==> src/rtl/fb_fifo_pkg.sv <==
// Shared types and constants for the frame-buffer FIFO controller.
// The default address width here must match the paired register file.
package fb_fifo_pkg;

    localparam int FB_ADDR_WIDTH = 2;
    localparam int DEPTH         = 2 ** FB_ADDR_WIDTH;
    localparam int FB_AE_LEVEL   = 1;
    localparam int FB_AF_LEVEL   = 3;

    typedef logic [FB_ADDR_WIDTH:0] fifo_cnt_t;

    // A threshold of DEPTH is legal: almost_full at AF_LEVEL == DEPTH behaves like full.
    function automatic bit levels_ok(input int depth, input int ae, input int af);
        return (ae >= 0) && (ae <= depth) && (af >= 0) && (af <= depth);
    endfunction

endpackage

==> src/rtl/fb_fifo_ctrl.sv <==
// Pointer/flag controller for a first-word-fall-through FIFO around a 2**ADDR_WIDTH register file.
// The head word sits at r_addr, so it is visible on the register file's r_data whenever empty is 0.
module fb_fifo_ctrl
    import fb_fifo_pkg::*;
#(
    parameter int ADDR_WIDTH = FB_ADDR_WIDTH,
    parameter int AE_LEVEL   = FB_AE_LEVEL,
    parameter int AF_LEVEL   = FB_AF_LEVEL
) (
    input  logic                  clk,
    input  logic                  reset,
    input  logic                  wr,
    input  logic                  rd,
    input  logic                  clr_err,
    output logic                  wr_en,
    output logic [ADDR_WIDTH-1:0] w_addr,
    output logic [ADDR_WIDTH-1:0] r_addr,
    output logic                  empty,
    output logic                  full,
    output logic                  almost_empty,
    output logic                  almost_full,
    output logic [ADDR_WIDTH:0]   count,
    output logic                  overflow,
    output logic                  underflow
);

    localparam int                  CW         = ADDR_WIDTH + 1;
    localparam int                  FIFO_DEPTH = 2 ** ADDR_WIDTH;
    localparam logic [ADDR_WIDTH:0] DEPTH_C    = CW'(FIFO_DEPTH);
    localparam logic [ADDR_WIDTH:0] AE_C       = CW'(AE_LEVEL);
    localparam logic [ADDR_WIDTH:0] AF_C       = CW'(AF_LEVEL);
    localparam logic [ADDR_WIDTH-1:0] PTR_ONE  = 1;

    if (!levels_ok(FIFO_DEPTH, AE_LEVEL, AF_LEVEL)) begin : g_bad_levels
        $error("fb_fifo_ctrl: AE_LEVEL/AF_LEVEL must lie in 0..DEPTH");
    end

    logic                  do_rd;
    logic                  do_wr;
    logic                  ovf_set;
    logic                  unf_set;
    logic [ADDR_WIDTH:0]   count_nxt;
    logic [ADDR_WIDTH-1:0] w_ptr;
    logic [ADDR_WIDTH-1:0] r_ptr;

    // A pop while full frees the slot that the same-cycle push lands in.
    always_comb begin
        do_rd     = rd & ~empty;
        do_wr     = wr & (~full | do_rd);
        ovf_set   = wr & full & ~rd;
        unf_set   = rd & empty;
        count_nxt = count + CW'(do_wr) - CW'(do_rd);
    end

    assign wr_en  = do_wr;
    assign w_addr = w_ptr;
    assign r_addr = r_ptr;

    // ---- registered pointers, occupancy and flags (all flags follow count_nxt) ----
    always_ff @(posedge clk or posedge reset) begin
        if (reset) begin
            w_ptr        <= '0;
            r_ptr        <= '0;
            count        <= '0;
            empty        <= 1'b1;
            full         <= 1'b0;
            almost_empty <= 1'b1;
            almost_full  <= (AF_LEVEL == 0);
            overflow     <= 1'b0;
            underflow    <= 1'b0;
        end else begin
            if (do_wr) w_ptr <= w_ptr + PTR_ONE;
            if (do_rd) r_ptr <= r_ptr + PTR_ONE;
            count        <= count_nxt;
            empty        <= (count_nxt == '0);
            full         <= (count_nxt == DEPTH_C);
            almost_empty <= (count_nxt <= AE_C);
            almost_full  <= (count_nxt >= AF_C);
            // A same-cycle set takes priority over clr_err.
            overflow     <= ovf_set | (overflow  & ~clr_err);
            underflow    <= unf_set | (underflow & ~clr_err);
        end
    end

endmodule

==> config.mk <==
export PLATFORM = sky130hd
export DESIGN_NAME = fb_fifo_ctrl
export DESIGN_NICKNAME = d
export VERILOG_FILES = /design/src/rtl/fb_fifo_pkg.sv /design/src/rtl/fb_fifo_ctrl.sv
export SDC_FILE = /design/constraint.sdc
export NUM_CORES = 1
export LEC_CHECK = 0
export BUFFER_PORTS_ARGS = -buffer_cell sky130_fd_sc_hd__buf_2
export CORE_AREA = 4 4 41 43
export CTS_BUF_LIST = sky130_fd_sc_hd__clkbuf_4 sky130_fd_sc_hd__clkbuf_8
export DETAILED_ROUTE_END_ITERATION = 10
export DIE_AREA = 0 0 45 47
export PLACE_DENSITY = 0.67
export SLEW_MARGIN = 0
export SYNTH_ARGS = -nofsm -noshare
export SYNTH_HDL_FRONTEND = slang
export SYNTH_SLANG_ARGS = --single-unit
==> constraint.sdc <==
create_clock -name clk -period 5.5 [get_ports clk]
set_input_delay 0.825 -clock clk [delete_from_list [all_inputs] [get_ports clk]]
set_output_delay 0.825 -clock clk [all_outputs]
set_load 0.02 [all_outputs]
==> flow_summary.ini, run 1 <==
[route]
firstDrtPassIters = 4
vias = 368
wl_per_cell_um = 11.3
drcViolationCount = 0
wirelength_um = 902
drtIter0Drc = 2
final_antenna_net_count = 0
avgViaCountPerCell = 4.60

[timing]
slew_headroom_pct = 67.8
period_minus_slack_ns = 2.55
fin_crit_sh_pct = 46.3
rsz0062_at_grt = no
tightestPinTransition_ns = 0.483
slew_viol_final = 0
setup_violations = 0
finalHoldViolations = 0
fmax_mhz = 392
final.setup.tns_ns = 0
fin_ws_ns = 2.95
clock_skew_ns = 0.00333
whs_ns = 0.468

[place]
gp_congestion = 0.676
dp_hpwl_um = 747
pre_cts_slack_ns = 2.65
numPortBuffers = 18

[synth]
yosysSeqAreaShare_pct = 61.1
synth_fp_nets = 51
synth_cell_types = 18
synth_top_area_share_pct = 51.3
synth.most_common_cell = dfrtp_1
yosysTopAreaCell = dfrtp_1
synthCells = 43
avgSynthCellArea_um2 = 12.5
synth_area_leaders = dfrtp_1 (51%), dfstp_2 (9.8%), inv_1 (5.6%)
synthTopCellsByCount = dfrtp_1 (11), inv_1 (8), nand2_1 (4), xnor2_1 (3)
yosys_most_used_dff = dfrtp_1
synth-seq-cells = 13
yosys_warnings = 0
ys_async_sr_fraction_pct = 100
syn_area_um2 = 537
synth_edf_count = 0

[finish]
syn_to_final_growth_pct = 25.9
drive_above_1_share_pct = 41.5
nNetsFinal = 74
utilization_pct = 51.9
antenna_cells = 0

[cts]
hold_buffers = 0
cts_resized = 0
clock_latency_ns = 0.26
cts_sinks = 13
cts_tree = built
cts-root-buf = clkbuf_4
htreeDepth = 1
cts_buffer_depth = 2
post_cts_buffers = 0
cts_buffers = 3
cts.clk_slew.worst_paths_ns = 0.08

[worst_setup_path]
startpoint = rd
cpMaxStageDelayCell = fa_1
end_kind = flop
cp_top_family = adder cells
worst-endpoint-arrival_ns = 2.73
slowest_delay_ns = 0.38
crit_chain = buf_2 -> nand2b_1 -> inv_1 -> ha_1 -> inv_1 -> ha_1 -> fa_1 -> xnor2_1 -> xnor2_2 -> nor3b_1
crit_path_max_fanout = 5
cp_num_buf_inv = 3
required_ns = 5.68
path_class = in -> reg
r2r-start = empty
worst_setup_path_start_kind = primary input

[power_and_ir_drop]
seq_power_share_pct = 35.4
p_sw_uw = 191
pwr-share-clk_pct = 13.0
comb_power_share_pct = 51.6
power_density_mw_per_mm2 = 692
cellInternalPower_uw = 276
netSwitchingFraction_pct = 40.9
p_leak_uw = 0.000355
ir_worst_vdd_mv = 0.375

[global_routing]
grt.met2_usage_pct = 16.7
grt_pass1_vias = 385
grt_pass1_wl_um = 1630
use_met3_pct = 4.60
track_usage_pct = 10.9
grt_busiest_layer = met2
use_met1_pct = 13.3
grt_max_degree = 14
antenna_found_initial = 0
grt-ovfl-total = 0

[die]
pin_count = 19
core-area_mm2 = 0.00130
die_area_mm2 = 0.00212
start_util_pct = 41.3
die_w_um = 45
fp-row-count = 13
die_h_um = 47

[min_path]
hold_start = w_addr[1]
hold_path_class = reg -> reg

[outcome]
status = complete, no violations

[job]
cap_violations = 0
## power by group through the flow
stage / registers [uW] / logic (uW) / clock network [uW]
CTS: 166 / 248 / 64.4
detailed placement: 168 / 248 / 0
floorplan: 218 / 129 / 0
global route: 172 / 269 / 69.0
finish: 165 / 241 / 60.9
global placement: 167 / 243 / 0
## sequential cells by signal (all words and copies together), names as in the netlist
| register | cells |
|---|---|
| full | 1 |
| almost_full | 1 |
| almost_empty | 1 |
| overflow | 1 |
| w_addr | 2 |
| count | 3 |
| empty | 1 |
| r_addr | 2 |
| underflow | 1 |
## layer usage
metal,share of wire [%],vias up
met5,0,-
met4,0,0
met3,14,0
met2,45,15
met1,41,177
li1,-,176
## per-stage QoR
stage | area (um2) | power (uW) | cells
CTS | 676 | 478 | 80
floorplan | 537 | 347 | 43
detailed placement | 646 | 416 | 76
global route | 676 | 510 | 80
finish | 676 | 467 | 80
global placement | 646 | 410 | 76
## kinds of logic after synthesis
group	synth area share (%)
flip-flops	61.1
buffers and inverters	5.59
AND/OR/NAND/NOR	6.99
XOR/XNOR	11.2
AO/OA/AOI/OAI	6.76
adder cells (fa/ha/maj)	8.39
## cells in the final DEF, fill, tap and decap left out, drive strengths merged
master / count
buf: 18
dfrtp: 11
inv: 8
nand2: 4
clkbuf: 4
xnor2: 4
xor2: 2
ha: 2
dfstp: 2
nand2b: 1
a21boi: 1
nor3: 1
nor3b: 1
o22ai: 1
o21ai: 1
nor2: 1
a21o: 1
a21oi: 1
fa: 1
## path summary, 6_finish.rpt
| kind | to | slack [ns] | cells past startpoint |
|---|---|---|---|
| worst max-delay path | full | 2.95 | 10 |
| worst min-delay path | w_addr[1] | 0.47 | 1 |
| worst max register to register | full | 3.04 | 9 |
| worst min register to register | w_addr[1] | 0.47 | 1 |
| max in group asynchronous | empty | 4.59 | 2 |
| min in group asynchronous | full | 0.56 | 2 |
## layout make-up
type	instances	area, um2
fill	137	626
sequential	13	328
multi-input combinational	22	179
timing repair buffer	18	90.1
clock buffer	4	30.0
inverter	8	30.0
tap	15	18.8
Power figures use the tool's default switching activity.
==> run 2, diff against run 1 <==
- clock period: 5.5 -> 2.48 ns (I/O delays scaled with it)
==> run 2 against run 1 <==
Effect of this change: utilization up 0.58 points; total power is 120% higher; clock skew up 0.0019 ns; sequential power grew 120%; cell count is 1.3% higher; clock power grew 130%; register-to-register slack got worse by 2.9 ns; worst hold slack lost 0.36 ns; design area up 1.1%; via count unchanged; critical endpoint unchanged.
==> flow_summary.ini, run 2 (synthesis results as in run 1) <==
[cts]
cts_sinks = 13
htreeDepth = 1
cts_tree = built
cts_buffer_depth = 2
cts_buffers = 3
clock_latency_ns = 0.27
cts.clk_slew.worst_paths_ns = 0.08
cts_resized = 0
cts-root-buf = clkbuf_4
post_cts_buffers = 0
hold_buffers = 0

[finish]
regMostFlops = count
final_cell_mix = buf_2 (18), dfrtp_1 (11), inv_1 (8)
post_layout_nonfiller_instances = 81
design_area_um2 = 683
largest_register_ffs = 3
layout_commonest_cell = buf_2
drive_above_1_share_pct = 42.4
syn_to_final_growth_pct = 27.3
nNetsFinal = 75
antenna_cells = 0

[place]
numPortBuffers = 18
dpl.cell_count = 77
gp_congestion = 0.657
dp_hpwl_um = 790
place_area_um2 = 653

[route]
avgViaCountPerCell = 4.54
final_antenna_net_count = 0
vias = 368
firstDrtPassIters = 2
wirelength_um = 968
drtIter0Drc = 1
wl_per_cell_um = 12.0
drcViolationCount = 0

[worst_setup_path]
worst_setup_path_start_kind = flop
r2r-start = empty
rr_endpoint = full
required_ns = 2.66
ff2ff_setup_slack_ns = 0.16
crit_path_max_fanout = 5
reg2reg_depth = 9
path_class = reg -> reg
worst-endpoint-arrival_ns = 2.51
end_kind = flop

[power_and_ir_drop]
power_density_mw_per_mm2 = 1530
cellInternalPower_uw = 615
netSwitchingFraction_pct = 41.3
pwr-share-clk_pct = 13.3
comb_power_share_pct = 51.3
p_sw_uw = 433
ir_worst_vdd_mv = 0.819
p_leak_uw = 0.000360
seq_power_share_pct = 35.4

[min_path]
hold_path_class = in -> async

[timing]
tightestPinTransition_ns = 0.489
period_minus_slack_ns = 2.32
slew_headroom_pct = 67.4
finalHoldViolations = 0
rsz0062_at_grt = no
fmax_mhz = 430
whs_ns = 0.109
fin_crit_sh_pct = 93.7
slew_viol_final = 0
setup_violations = 0
clock_skew_ns = 0.00525
final.setup.tns_ns = 0

[die]
fp-row-count = 13
die_area_mm2 = 0.00212
start_util_pct = 41.3
pin_count = 19
die_h_um = 47
core-area_mm2 = 0.00130
die_w_um = 45

[global_routing]
grt_max_degree = 14
grt_pass1_vias = 361
grt-ovfl-total = 0
antenna_found_initial = 0
track_usage_pct = 10.9
grt_pass1_wl_um = 1570

[job]
cap_violations = 0

[outcome]
status = complete, no violations
run 2: final cells by class:
class,instances,area (um2)
clock buffer,4,30.0
fill,131,618
inverter,8,30.0
multi-input combinational,22,179
sequential,13,328
tap,15,18.8
timing repair buffer,19,97.6
run 2: worst max-delay path by stage:
stage	from	end	slack [ns]	depth (start not counted)
floorplan	empty	full	0.12	9
global placement	empty	full	0.21	9
detailed placement	empty	full	0.16	9
CTS	empty	full	0.14	9
global route	empty	full	0.006	9
finish	empty	full	0.16	9
run 2: power by group through the flow:
stage | clock, uW | combinational (uW) | sequential (uW)
after floorplan | 0 | 285 | 483
after global placement | 0 | 534 | 373
after detailed placement | 0 | 548 | 376
after CTS | 144 | 547 | 373
after global routing | 153 | 596 | 383
final | 139 | 537 | 371
run 2: routing by layer:
layer	GRT usage (%)	up-vias	wire [um]
li1	-	177	-
met1	13.9	174	436
met2	16.1	15	432
met3	2.30	2	89
met4	8.77	0	10
met5	0	-	0
run 2: critical path, cell delays in order, from the launching register on:
cell	delay, ns
dfstp_2	0.54
nand2b_1	0.13
inv_1	0.06
ha_1	0.26
inv_1	0.04
ha_1	0.18
fa_1	0.38
xnor2_1	0.26
xnor2_2	0.18
nor3b_1	0.21
run 2: through the flow:
stage / power, uW / setup WS [ns] / util (%)
floorplan: 768 / 0.118 / -
finish: 1050 / 0.155 / 52.5
CTS: 1060 / 0.144 / 52.5
global placement: 907 / 0.211 / 50.2
global route: 1130 / 0.00576 / 52.5
detailed placement: 924 / 0.160 / 50.2
==> run 3, diff against run 2 <==
==> constraint.sdc (replaced) <==
create_clock -name clk -period 2.48 [get_ports clk]
set_input_delay 0.124 -clock clk [delete_from_list [all_inputs] [get_ports clk]]
set_output_delay 0.124 -clock clk [all_outputs]
set_load 0.02 [all_outputs]
==> run 3 against run 2 <==
Effect of this change: utilization rose by 0.77 points; clock skew barely moved; highest routed layer unchanged; worst hold slack got worse by 0.050 ns; sequential power barely moved; maximum frequency barely moved; sequential cell count did not move; combinational power barely moved; via count rose by 1.1%; non-clock buffer count rose by 1; routed wire length rose by 1.1%; register-to-register slack barely moved; global-route usage rose by 0.24 points; critical path type unchanged.
==> flow_summary.ini, run 3 (synthesis results as in run 1) <==
[power_and_ir_drop]
netSwitchingFraction_pct = 41.3
seq_power_share_pct = 35.4
cellInternalPower_uw = 616
pwr-share-clk_pct = 13.2
power_density_mw_per_mm2 = 1510
p_sw_uw = 433
p_leak_uw = 0.000364
comb_power_share_pct = 51.4
ir_worst_vdd_mv = 0.819

[place]
gp_congestion = 0.657
dpl.cell_count = 77
numPortBuffers = 18
place_area_um2 = 653
dp_hpwl_um = 790

[die]
die_w_um = 45
start_util_pct = 41.3
die_h_um = 47
fp-row-count = 13
pin_count = 19
die_area_mm2 = 0.00212
core-area_mm2 = 0.00130

[worst_setup_path]
end_kind = flop
crit_chain = nand2b_1 -> inv_1 -> ha_1 -> inv_1 -> ha_1 -> fa_1 -> xnor2_1 -> xnor2_2 -> nor3b_1
worst_setup_path_start_kind = flop
cp_top_family = adder cells
cpMaxStageDelayCell = dfstp_2
cp_num_buf_inv = 2
crit_path_max_fanout = 5
slowest_delay_ns = 0.54
worst-endpoint-arrival_ns = 2.51
required_ns = 2.66
path_class = reg -> reg

[finish]
utilization_pct = 53.3
largest_register_ffs = 3
antenna_cells = 0
post_layout_nonfiller_instances = 82
regMostFlops = count
design_area_um2 = 693
layout_commonest_cell = buf_2
drive_above_1_share_pct = 41.8
syn_to_final_growth_pct = 29.1
nNetsFinal = 76
final_cell_mix = buf_2 (18), dfrtp_1 (11), inv_1 (8)

[timing]
setup_violations = 0
clock_skew_ns = 0.00520
slew_headroom_pct = 67.4
rsz0062_at_grt = no
fmax_mhz = 430
whs_ns = 0.0589
final.setup.tns_ns = 0
tightestPinTransition_ns = 0.489
slew_viol_final = 0
period_minus_slack_ns = 2.32
fin_crit_sh_pct = 93.7
finalHoldViolations = 0

[outcome]
status = complete, no violations

[cts]
cts_buffer_depth = 2
htreeDepth = 1
cts.clk_slew.worst_paths_ns = 0.07
cts_buffers = 3
cts_sinks = 13
cts-root-buf = clkbuf_4
post_cts_buffers = 0
cts_tree = built
clock_latency_ns = 0.27

[route]
drtIter0Drc = 1
firstDrtPassIters = 2
final_antenna_net_count = 0
vias = 372
avgViaCountPerCell = 4.54
wl_per_cell_um = 11.9
drcViolationCount = 0
wirelength_um = 979

[job]
cap_violations = 0

[global_routing]
grt_pass1_vias = 372
grt-ovfl-total = 0
antenna_found_initial = 0
grt_max_degree = 14
grt_pass1_wl_um = 1610
track_usage_pct = 11.2

[min_path]
hold_path_class = in -> reg
## run 3: changes by cell type in the layout (fill, tap and decap cells not counted)
| cell | delta |
|---|---|
| dlygate4sd3_1 | +1 |
## run 3: final timing paths
kind,start,end,slack [ns],cells after the start
max in group asynchronous,reset,empty,1.70,3
max reg2reg,empty,full,0.16,9
max,empty,full,0.16,9
min reg2reg,r_addr[1],r_addr[1],0.47,1
min,clr_err,overflow,0.06,2
min in group asynchronous,reset,count[2],0.42,3
## run 3: per-layer routing
layer  global-route usage (%)  part of all wire (%)  vias to the layer above
met1                     14.1                    45                      176
met3                     2.30                   9.1                        2
li1                         -                     -                      179
met5                        0                     0                        -
met2                     16.7                    45                       15
met4                     8.77                   1.0                        0
## run 3: worst register-to-register path, stage by stage, from the launching register on
cell      delay, ns
dfstp_2        0.54
nand2b_1       0.13
inv_1          0.06
ha_1           0.26
inv_1          0.04
ha_1           0.18
fa_1           0.38
xnor2_1        0.26
xnor2_2        0.18
nor3b_1        0.21
## run 3: metrics by stage
stage | total power [uW] | setup WS [ns]
3_3_place_gp | 907 | 0.211
2_1_floorplan | 768 | 0.118
4_1_cts | 1070 | 0.144
6_report | 1050 | 0.155
3_5_place_dp | 924 | 0.160
5_1_grt | 1130 | 0.00576
## run 3: power groups by stage
stage / clock network (uW) / logic [uW] / registers (uW)
after floorplan: 0 / 285 / 483
after global routing: 153 / 598 / 383
after global placement: 0 / 534 / 373
final: 139 / 539 / 371
after CTS: 144 / 548 / 373
after detailed placement: 0 / 548 / 376
## run 3: repair_timing
item | CTS | global route
hold buffers | 1 | 0
gates resized for setup | 0 | 0
endpoints found under the hold margin | 11 | 0
## run 3: area by class of cell
type / instances / area, um2
flip-flops and latches: 13 / 328
repair buffers: 20 / 108
clock buffers: 4 / 30.0
multi-input cells: 22 / 179
inverters: 8 / 30.0
well taps: 15 / 18.8
fillers: 131 / 608
